==> src/rtl/alu_multicycle_if.sv <==
// Request/response bundle for the multicycle ALU: the launch handshake,
// operands and op code in one direction, and the registered results,
// status flags and busy/done in the other.
interface alu_multicycle_if;
    logic        start;
    logic [3:0]  alu_ctrl;
    logic [31:0] op_a;
    logic [31:0] op_b;
    logic [31:0] result;
    logic        zero;
    logic        overflow;
    logic        div_by_zero;
    logic        busy;
    logic        done;

    modport master (
        output start, alu_ctrl, op_a, op_b,
        input  result, zero, overflow, div_by_zero, busy, done
    );

    modport slave (
        input  start, alu_ctrl, op_a, op_b,
        output result, zero, overflow, div_by_zero, busy, done
    );
endinterface

==> src/rtl/alu_multicycle.sv <==
// 32-bit ALU with single-cycle logic/arithmetic ops and 32-iteration
// shift-add multiply and restoring divide. Operands are captured on an
// accepted start; results and flags are registered and change only on done.
module alu_multicycle (
    input  logic                 clk,
    input  logic                 rst_n,
    alu_multicycle_if.slave      bus
);
    localparam logic [3:0] OP_ADD  = 4'b0000;
    localparam logic [3:0] OP_SUB  = 4'b0001;
    localparam logic [3:0] OP_MUL  = 4'b0010;
    localparam logic [3:0] OP_DIV  = 4'b0011;
    localparam logic [3:0] OP_AND  = 4'b0100;
    localparam logic [3:0] OP_OR   = 4'b0101;
    localparam logic [3:0] OP_NOR  = 4'b0110;
    localparam logic [3:0] OP_SRL  = 4'b1000;
    localparam logic [3:0] OP_SLT  = 4'b1001;
    localparam logic [3:0] OP_XOR  = 4'b1010;
    localparam logic [3:0] OP_SLTI = 4'b1011;

    typedef enum logic [1:0] {
        ST_IDLE = 2'd0,
        ST_MUL  = 2'd1,
        ST_DIV  = 2'd2
    } state_t;

    state_t      state_q;
    logic [4:0]  cnt_q;
    // MUL: a_q = shifted multiplicand, b_q = shifted multiplier, acc_q = product
    // DIV: a_q = dividend shifting out / quotient shifting in,
    //      b_q = divisor, acc_q = partial remainder
    logic [31:0] a_q;
    logic [31:0] b_q;
    logic [31:0] acc_q;
    logic [31:0] result_q;
    logic        zero_q;
    logic        ovf_q;
    logic        dbz_q;
    logic        busy_q;
    logic        done_q;

    logic [31:0] alu_res_d;
    logic        alu_ovf_d;
    logic        alu_dbz_d;
    logic [31:0] sum_s;
    logic [31:0] diff_s;

    logic [31:0] mul_acc_d;
    logic [32:0] div_shift_s;
    logic        div_ge_s;
    logic [31:0] div_rem_d;
    logic [31:0] div_quo_d;

    // Single-cycle result and flags from the live inputs, used at acceptance.
    always_comb begin
        sum_s     = bus.op_a + bus.op_b;
        diff_s    = bus.op_a - bus.op_b;
        alu_res_d = 32'd0;
        alu_ovf_d = 1'b0;
        alu_dbz_d = 1'b0;
        case (bus.alu_ctrl)
            OP_ADD: begin
                alu_res_d = sum_s;
                alu_ovf_d = (bus.op_a[31] == bus.op_b[31]) && (sum_s[31] != bus.op_a[31]);
            end
            OP_SUB: begin
                alu_res_d = diff_s;
                alu_ovf_d = (bus.op_a[31] != bus.op_b[31]) && (diff_s[31] != bus.op_a[31]);
            end
            // Only reaches the result path when the divisor is zero.
            OP_DIV: begin
                alu_res_d = 32'hFFFF_FFFF;
                alu_dbz_d = 1'b1;
            end
            OP_AND:  alu_res_d = bus.op_a & bus.op_b;
            OP_OR:   alu_res_d = bus.op_a | bus.op_b;
            OP_NOR:  alu_res_d = ~(bus.op_a | bus.op_b);
            OP_SRL:  alu_res_d = bus.op_a >> bus.op_b[4:0];
            OP_SLT, OP_SLTI: begin
                if ($signed(bus.op_a) < $signed(bus.op_b)) begin
                    alu_res_d = 32'd1;
                end else begin
                    alu_res_d = 32'd0;
                end
            end
            OP_XOR:  alu_res_d = bus.op_a ^ bus.op_b;
            default: alu_res_d = 32'd0;
        endcase
    end

    // One iteration step of shift-add multiply and restoring divide.
    always_comb begin
        if (b_q[0]) begin
            mul_acc_d = acc_q + a_q;
        end else begin
            mul_acc_d = acc_q;
        end
        // Partial remainder stays below the divisor, so the shifted value fits 33 bits.
        div_shift_s = {acc_q, a_q[31]};
        div_ge_s    = (div_shift_s >= {1'b0, b_q});
        if (div_ge_s) begin
            div_rem_d = div_shift_s[31:0] - b_q;
            div_quo_d = {a_q[30:0], 1'b1};
        end else begin
            div_rem_d = div_shift_s[31:0];
            div_quo_d = {a_q[30:0], 1'b0};
        end
    end

    // Control FSM, iteration datapath and registered outputs.
    always_ff @(posedge clk or negedge rst_n) begin
        if (!rst_n) begin
            state_q  <= ST_IDLE;
            cnt_q    <= 5'd0;
            a_q      <= 32'd0;
            b_q      <= 32'd0;
            acc_q    <= 32'd0;
            result_q <= 32'd0;
            zero_q   <= 1'b1;
            ovf_q    <= 1'b0;
            dbz_q    <= 1'b0;
            busy_q   <= 1'b0;
            done_q   <= 1'b0;
        end else begin
            done_q <= 1'b0;
            case (state_q)
                ST_IDLE: begin
                    if (bus.start) begin
                        if (bus.alu_ctrl == OP_MUL ||
                            (bus.alu_ctrl == OP_DIV && bus.op_b != 32'd0)) begin
                            if (bus.alu_ctrl == OP_MUL) begin
                                state_q <= ST_MUL;
                            end else begin
                                state_q <= ST_DIV;
                            end
                            a_q    <= bus.op_a;
                            b_q    <= bus.op_b;
                            acc_q  <= 32'd0;
                            cnt_q  <= 5'd0;
                            busy_q <= 1'b1;
                        end else begin
                            result_q <= alu_res_d;
                            zero_q   <= (alu_res_d == 32'd0);
                            ovf_q    <= alu_ovf_d;
                            dbz_q    <= alu_dbz_d;
                            done_q   <= 1'b1;
                        end
                    end else begin
                        state_q <= ST_IDLE;
                    end
                end
                ST_MUL: begin
                    acc_q <= mul_acc_d;
                    a_q   <= {a_q[30:0], 1'b0};
                    b_q   <= {1'b0, b_q[31:1]};
                    cnt_q <= cnt_q + 5'd1;
                    if (cnt_q == 5'd31) begin
                        state_q  <= ST_IDLE;
                        busy_q   <= 1'b0;
                        done_q   <= 1'b1;
                        result_q <= mul_acc_d;
                        zero_q   <= (mul_acc_d == 32'd0);
                        ovf_q    <= 1'b0;
                        dbz_q    <= 1'b0;
                    end else begin
                        state_q <= ST_MUL;
                    end
                end
                ST_DIV: begin
                    acc_q <= div_rem_d;
                    a_q   <= div_quo_d;
                    cnt_q <= cnt_q + 5'd1;
                    if (cnt_q == 5'd31) begin
                        state_q  <= ST_IDLE;
                        busy_q   <= 1'b0;
                        done_q   <= 1'b1;
                        result_q <= div_quo_d;
                        zero_q   <= (div_quo_d == 32'd0);
                        ovf_q    <= 1'b0;
                        dbz_q    <= 1'b0;
                    end else begin
                        state_q <= ST_DIV;
                    end
                end
                default: begin
                    state_q <= ST_IDLE;
                    busy_q  <= 1'b0;
                    cnt_q   <= 5'd0;
                end
            endcase
        end
    end

    assign bus.result      = result_q;
    assign bus.zero        = zero_q;
    assign bus.overflow    = ovf_q;
    assign bus.div_by_zero = dbz_q;
    assign bus.busy        = busy_q;
    assign bus.done        = done_q;
endmodule

==> src/flat_wrapper.sv <==
// flat-port wrapper written by rule: the top's interface ports become plain ports
module alu_multicycle_flat 
  (clk, rst_n, bus_start, bus_alu_ctrl, bus_op_a, bus_op_b, bus_result, bus_zero, bus_overflow, bus_div_by_zero, bus_busy, bus_done);
  alu_multicycle_if bus_i ();
  input  logic clk;
  input  logic rst_n;
  input wire logic [$bits(bus_i.start)-1:0] bus_start;
  input wire logic [$bits(bus_i.alu_ctrl)-1:0] bus_alu_ctrl;
  input wire logic [$bits(bus_i.op_a)-1:0] bus_op_a;
  input wire logic [$bits(bus_i.op_b)-1:0] bus_op_b;
  output wire logic [$bits(bus_i.result)-1:0] bus_result;
  output wire logic [$bits(bus_i.zero)-1:0] bus_zero;
  output wire logic [$bits(bus_i.overflow)-1:0] bus_overflow;
  output wire logic [$bits(bus_i.div_by_zero)-1:0] bus_div_by_zero;
  output wire logic [$bits(bus_i.busy)-1:0] bus_busy;
  output wire logic [$bits(bus_i.done)-1:0] bus_done;
  assign bus_i.start = bus_start;
  assign bus_i.alu_ctrl = bus_alu_ctrl;
  assign bus_i.op_a = bus_op_a;
  assign bus_i.op_b = bus_op_b;
  assign bus_result = bus_i.result;
  assign bus_zero = bus_i.zero;
  assign bus_overflow = bus_i.overflow;
  assign bus_div_by_zero = bus_i.div_by_zero;
  assign bus_busy = bus_i.busy;
  assign bus_done = bus_i.done;
  alu_multicycle u_core (.clk(clk), .rst_n(rst_n), .bus(bus_i));
endmodule
==> config.mk <==
export PLATFORM = sky130hd
export DESIGN_NAME = alu_multicycle_flat
export DESIGN_NICKNAME = d
export VERILOG_FILES = /design/src/rtl/alu_multicycle_if.sv /design/src/rtl/alu_multicycle.sv /design/src/flat_wrapper.sv
export SDC_FILE = /design/constraint.sdc
export NUM_CORES = 1
export LEC_CHECK = 0
export CAP_MARGIN = 20
export CORE_AREA = 3 3 210 314
export CTS_BUF_LIST = sky130_fd_sc_hd__clkbuf_8
export DETAILED_ROUTE_END_ITERATION = 10
export DIE_AREA = 0 0 213 317
export DONT_BUFFER_PORTS = 1
export PLACE_DENSITY = 0.55
export SETUP_SLACK_MARGIN = 0.02
export SYNTH_ARGS = -nofsm -noshare
export SYNTH_HDL_FRONTEND = slang
export SYNTH_SLANG_ARGS = --single-unit
==> constraint.sdc <==
create_clock -name clk -period 8.56 [get_ports clk]
set_input_delay 1.712 -clock clk [delete_from_list [all_inputs] [get_ports clk]]
set_output_delay 1.712 -clock clk [all_outputs]
set_load 0.1 [all_outputs]
== Yosys cells after proc, flatten, opt, wreduce, memory -nomap -nowiden ==
Cells that the tools add are included.

* Bits in registers: 140
* Input bits: 71
* Output and inout bits: 37
* Logic and storage cells: 117

* $add $sub $neg: 5
* $lt $le $gt $ge: 2
* Equality and inequality tests: 24
* Shift operators: 1
* Mux-type cells: 49
* Bitwise gates (word level): 4
* Reductions and logical operators: 21

{| class="wikitable"
|+ Operators by type and width
! kind !! count
|-
| 32-bit two-way mux || 12
|-
| 32-bit one-hot mux with 3 select lines || 3
|-
| 32-bit one-hot mux with 9 select lines || 1
|-
| 32-bit logical NOT || 3
|-
| 32-bit adder || 2
|-
| 32-bit one-hot mux with 2 select lines || 1
|-
| 32-bit subtractor || 2
|-
| 33-bit by 32-bit >= comparator with 1-bit output || 1
|-
| 32-bit bitwise AND || 1
|-
| 32-bit < comparator || 1
|-
| 32-bit inverter || 1
|-
| 32-bit OR || 1
|-
| 32-bit nonzero test || 1
|-
| 32-bit by 5-bit >> shifter with 32-bit output || 1
|-
| 32-bit bitwise XOR || 1
|-
| 1-bit two-way mux || 18
|-
| 4-bit == test (second input constant) || 4
|-
| 4-bit by 3-bit == test with 1-bit output (second input constant) || 3
|-
| 5-bit two-way mux || 2
|-
| 1-bit one-hot mux with 2 select lines || 5
|-
| 5-bit one-hot mux with 2 select lines || 1
|-
| 3-bit AND reduction || 3
|-
| 4-bit by 2-bit == test with 1-bit output (second input constant) || 2
|-
| 2-bit two-way mux || 4
|-
| 22 further kinds || 32
|}

== Logic depth before layout (Yosys ltp) ==
* Word-level depth: 7
* Mapped depth: 17

== Least setup slack after synthesis ==
OpenSTA, ideal clock, no wires.

* Kind: input to register
* From: input bus_op_b[3]
* To: register u_core.zero_q, in the netlist u_core.bus.zero
* Arrival: 5.454 ns
* Path slack: 3.031 ns
* Stages on the path: 17
* Cell sequence: buf_2 clkinv_1 buf_1 ha_1 clkbuf_2 o21ai_2 nor4_2 or3_4 a21oi_2 o41a_1 o31ai_4 a21o_1 a211oi_1 or3b_1 o31a_1 or3b_1 o211ai_2

* Longest elaborated chain between the ends: 7
* Elaborated cells between the ends (all ways): 19

{| class="wikitable"
|+ RTL lines
! what !! RTL line !! text
|-
| from (decl) || flat_wrapper.sv:10 || <nowiki>input wire logic [$bits(bus_i.op_b)-1:0] bus_op_b;</nowiki>
|-
| 32-bit < comparator / 32-bit OR (equally long branches) || alu_multicycle.sv:80, alu_multicycle.sv:76, alu_multicycle.sv:77 ||
|-
| 1-bit two-way mux / 32-bit inverter (equally long branches) || alu_multicycle.sv:80, alu_multicycle.sv:77 ||
|-
| 32-bit one-hot mux with 9 select lines || alu_multicycle.sv:61 || <nowiki>case (bus.alu_ctrl)</nowiki>
|-
| 32-bit logical NOT || alu_multicycle.sv:143 || <nowiki>zero_q <= (alu_res_d == 32'd0);</nowiki>
|-
| 1-bit two-way mux || alu_multicycle.sv:129 || <nowiki>if (bus.alu_ctrl == OP_MUL ||</nowiki>
|-
| 1-bit two-way mux || alu_multicycle.sv:128 || <nowiki>if (bus.start) begin</nowiki>
|-
| 1-bit one-hot mux with 3 select lines || alu_multicycle.sv:126 || <nowiki>case (state_q)</nowiki>
|-
| to (signal assigned) || alu_multicycle.sv:143 ||
|-
| to (signal assigned) || alu_multicycle.sv:162 || <nowiki>zero_q <= (mul_acc_d == 32'd0);</nowiki>
|-
| to (signal assigned) || alu_multicycle.sv:178 || <nowiki>zero_q <= (div_quo_d == 32'd0);</nowiki>
|-
| to (decl) || alu_multicycle.sv:36 || <nowiki>logic zero_q;</nowiki>
|}

Parallel ways exist; a longest one is shown, timed or not. The select of a mux whose other input is x is not followed.
A chain may end at the register's enable or synchronous reset.

== Worst setup path after layout ==
Same ends and word-level chain as after synthesis.

==> results_dict.tcl <==
set metrics [dict create \
    worstSetupPathType "in -> reg" \
    die_w_um 213 \
    drt-initial-drc-count 2460 \
    critPathSlowestCell "ha_1" \
    grt_max_degree 141 \
    synth_nets 2751 \
    cp-start-kind "input port" \
    numPlacedInstances 3179 \
    antenna_found_initial 3 \
    arrival_ps 6550 \
    synth_edf_count 0 \
    synth_xor_area_frac 0.0259 \
    syn_area_um2 19000 \
    nNetsFinal 2634 \
    p_total_mw 5.44 \
    cellPowerDensity_nw_per_um2 272 \
    die-area_um2 67500 \
    syn_avg_cell_area_um2 7.55 \
    gr-total-overflow 0 \
    clkTransAtPathRegs_ps 90 \
    synth-seq-cells 140 \
    synth-simple-area-share 0.180 \
    worst_clock_skew_ps 20.7 \
    dp_worst_setup_slack_ps 2110 \
    syn_to_final_growth_pct 5.47 \
    reg2reg_to "u_core.bus.zero" \
    post-route-period-util 0.718 \
    grt_pass1_vias 20200 \
    synth.top_cell.area_share 0.184 \
    grt_setup_unrepaired "no" \
    rows 113 \
    cts_setup_buffers 0 \
    hold_viol 0 \
    max_stage_delay_ps 690 \
    critPathMaxFanout 36 \
    fin_cells 3215 \
    synth_top_family_by_area "compound AO/OA/AOI/OAI gates" \
    clockBufferDepth 2 \
    reg2reg_from "u_core.acc_q[2]" \
    ys_seq_area_frac 0.185 \
    layout_setup_ws_ps 2410 \
    wire_per_inst_um 29.1 \
    slew_viol_final 0 \
    fin_crit_ps 6150 \
    synth_mux_area_frac 0.0994 \
    ys.flop_type "dfrtp_1" \
    p_leak_nw 8.41 \
    die_y_um 317 \
    slew_headroom 0.316 \
    drv_cap 0 \
    wirelength_um 93400 \
    cts_hold_buf 0 \
    cts_max_level 4 \
    hp-class "reg -> reg" \
    synthAdderAreaFrac 0.113 \
    gp_congestion 1.03 \
    synth_compound_area_frac 0.327 \
    outcome "complete, no violations" \
    tightest_slew_ps 997 \
    drc_errors 0 \
    io_pins 108 \
    cts_resized 0 \
    hpwl_um 73000 \
    coreArea_um2 63500 \
    fmax_mhz 163 \
    synth_area_leaders "dfrtp_1, ha_1, a21oi_1" \
    synthCells 2511 \
    critPathRequiredTime_ps 8970 \
    irDropWorstVdd_mv 0.137 \
    worstSetupStartpoint "bus_op_b[3]" \
    synth_warnings 0 \
    vias_per_cell 6.42 \
    crit_chain "clkinv_1 -> ha_1 -> o21ai_0 -> o21bai_1 -> a2111oi_4 -> nor2_1 -> mux2_2 -> a2111oi_2 -> nand4_1 -> nor4_1 -> nand3_1 -> nor4_1 -> nand3_1 -> o211ai_2" \
    postRouteAntennaNets 0 \
    io_buffers 0 \
    synth_async_sr_flop_share 1.00 \
    cts_buffers 17 \
    cts_sinks 140 \
    num_vias 20700 \
    fin_tns_setup_ps 0 \
    grt_pass1_wl_um 136000 \
    r2r_setup_slack_ps 3530 \
    grt_use_total 0.269 \
    synth.distinct_cells 96 \
    clk_latency_ps 490 \
    drive_gt1_frac 0.0773 \
    end_kind "flip-flop" \
    start_util 0.299 \
    crit_end "u_core.bus.zero" \
    firstDrtPassIters 6 \
    setup_viol_count_final 0 \
    reg2reg_depth 13 \
    yosysTopAreaCell "dfrtp_1" \
    cts-root-buf "clkbuf_8" \
    cts_tree "built" \
]
## layout make-up
class                           instances  area, µm²
Multi-Input combinational cell       2039      14200
Clock inverter                         15        148
Timing Repair Buffer                   40        298
Clock buffer                           17        234
Antenna cell                            3       7.51
Inverter                              156        586
Sequential cell                       140       3500
Tap cell                              805       1010
Fill cell                            6720      43500
## how the worst min path moves through the flow
stage                                from               to  cells after the start
after floorplan           u_core.cnt_q[4]  u_core.cnt_q[4]                      2
after global placement    u_core.cnt_q[4]  u_core.cnt_q[4]                      2
after detailed placement  u_core.cnt_q[4]  u_core.cnt_q[4]                      2
after CTS                 u_core.cnt_q[4]  u_core.cnt_q[4]                      2
after global routing      u_core.cnt_q[4]  u_core.cnt_q[4]                      2
final                     u_core.cnt_q[4]  u_core.cnt_q[4]                      2
## logic make-up (layout without fill, tap and decap cells)
kind of cell | Yosys count | in the layout
simple gates | 732 | 732
fa+ha+maj | 169 | 169
compound gates | 928 | 928
flops | 140 | 140
xor+xnor | 56 | 56
buf+inv | 332 | 228
mux | 154 | 154
other cells | 0 | 3
## power breakdown
group / total (mW) / switching, mW / internal [mW]
Clock: 0.555 / 0.338 / 0.216
Sequential: 1.81 / 0.903 / 0.912
Combinational: 3.07 / 2.02 / 1.05
## placed cells by master (no fill, tap or decap), types with 23 or more instances in the layout
cell	netlist	layout
nand2b_1	24	24
a21o_1	55	55
o31ai_1	28	28
nor2b_1	24	23
o21ai_0	207	207
mux2i_1	81	80
mux2_2	51	51
a21oi_1	242	242
nor2_1	230	228
dfrtp_1	139	139
nor4_1	34	34
o211ai_1	36	36
ha_1	165	163
nand2_1	225	225
inv_1	152	152
nand4_1	28	28
a211oi_1	39	39
buf_4	2	39
a221oi_1	56	56
nor3_1	42	41
o221ai_1	27	27
xnor2_1	36	36
nand3_1	50	50
## metrics by stage
step                      hold slack, ps  cell area [µm²]   util
after floorplan                      456            19000      -
after global placement               469            19600  0.309
after detailed placement             493            19600  0.309
after CTS                            515            20000  0.315
after global routing                 552            20000  0.315
final                                514            20000  0.315
## cell usage after synthesis, types with 18 or more instances
master      n
nor2b_1    24
mux2i_1    81
nand3_1    50
o221ai_1   27
nand4_1    28
dfrtp_1   139
a221oi_1   56
inv_1     152
nor2_1    230
a21oi_1   242
nor4_1     34
o211ai_1   36
o21ai_0   207
xor2_1     20
o22ai_1    18
mux2_2     51
a211oi_1   39
a31oi_1    19
o31ai_1    28
mux4_2     21
a21o_1     55
nand2b_1   24
ha_1      165
buf_2      19
nor3_1     42
xnor2_1    36
clkbuf_1  139
nand2_1   225
o21bai_1   21
## sequential cells by signal, indices dropped and copies added, names as in the netlist
register,count
u_core.b_q,32
u_core.acc_q,32
u_core.bus.done,1
u_core.cnt_q,5
u_core.bus.result,32
u_core.bus.div_by_zero,1
u_core.bus.zero,1
u_core.a_q,32
u_core.bus.overflow,1
u_core.bus.busy,1
u_core.state_q,2
## critical path: cells and delay by family
family	cells	cell delay (ps)
and+or+nand+nor	6	1720
AOI/OAI and AO/OA	5	1530
adders and majority gates	1	690
muxes	1	290
buffers and inverters	1	570
## routing by layer
metal  GRT usage  wire length (µm)  vias up
met2       0.457             44200     1074
met3      0.0435              6030      358
met4       0.226              9760        0
li1            -                 -     9178
met5           0                 0        -
met1       0.292             33400    10000
Note: power is estimated with default switching activity, not from simulation.
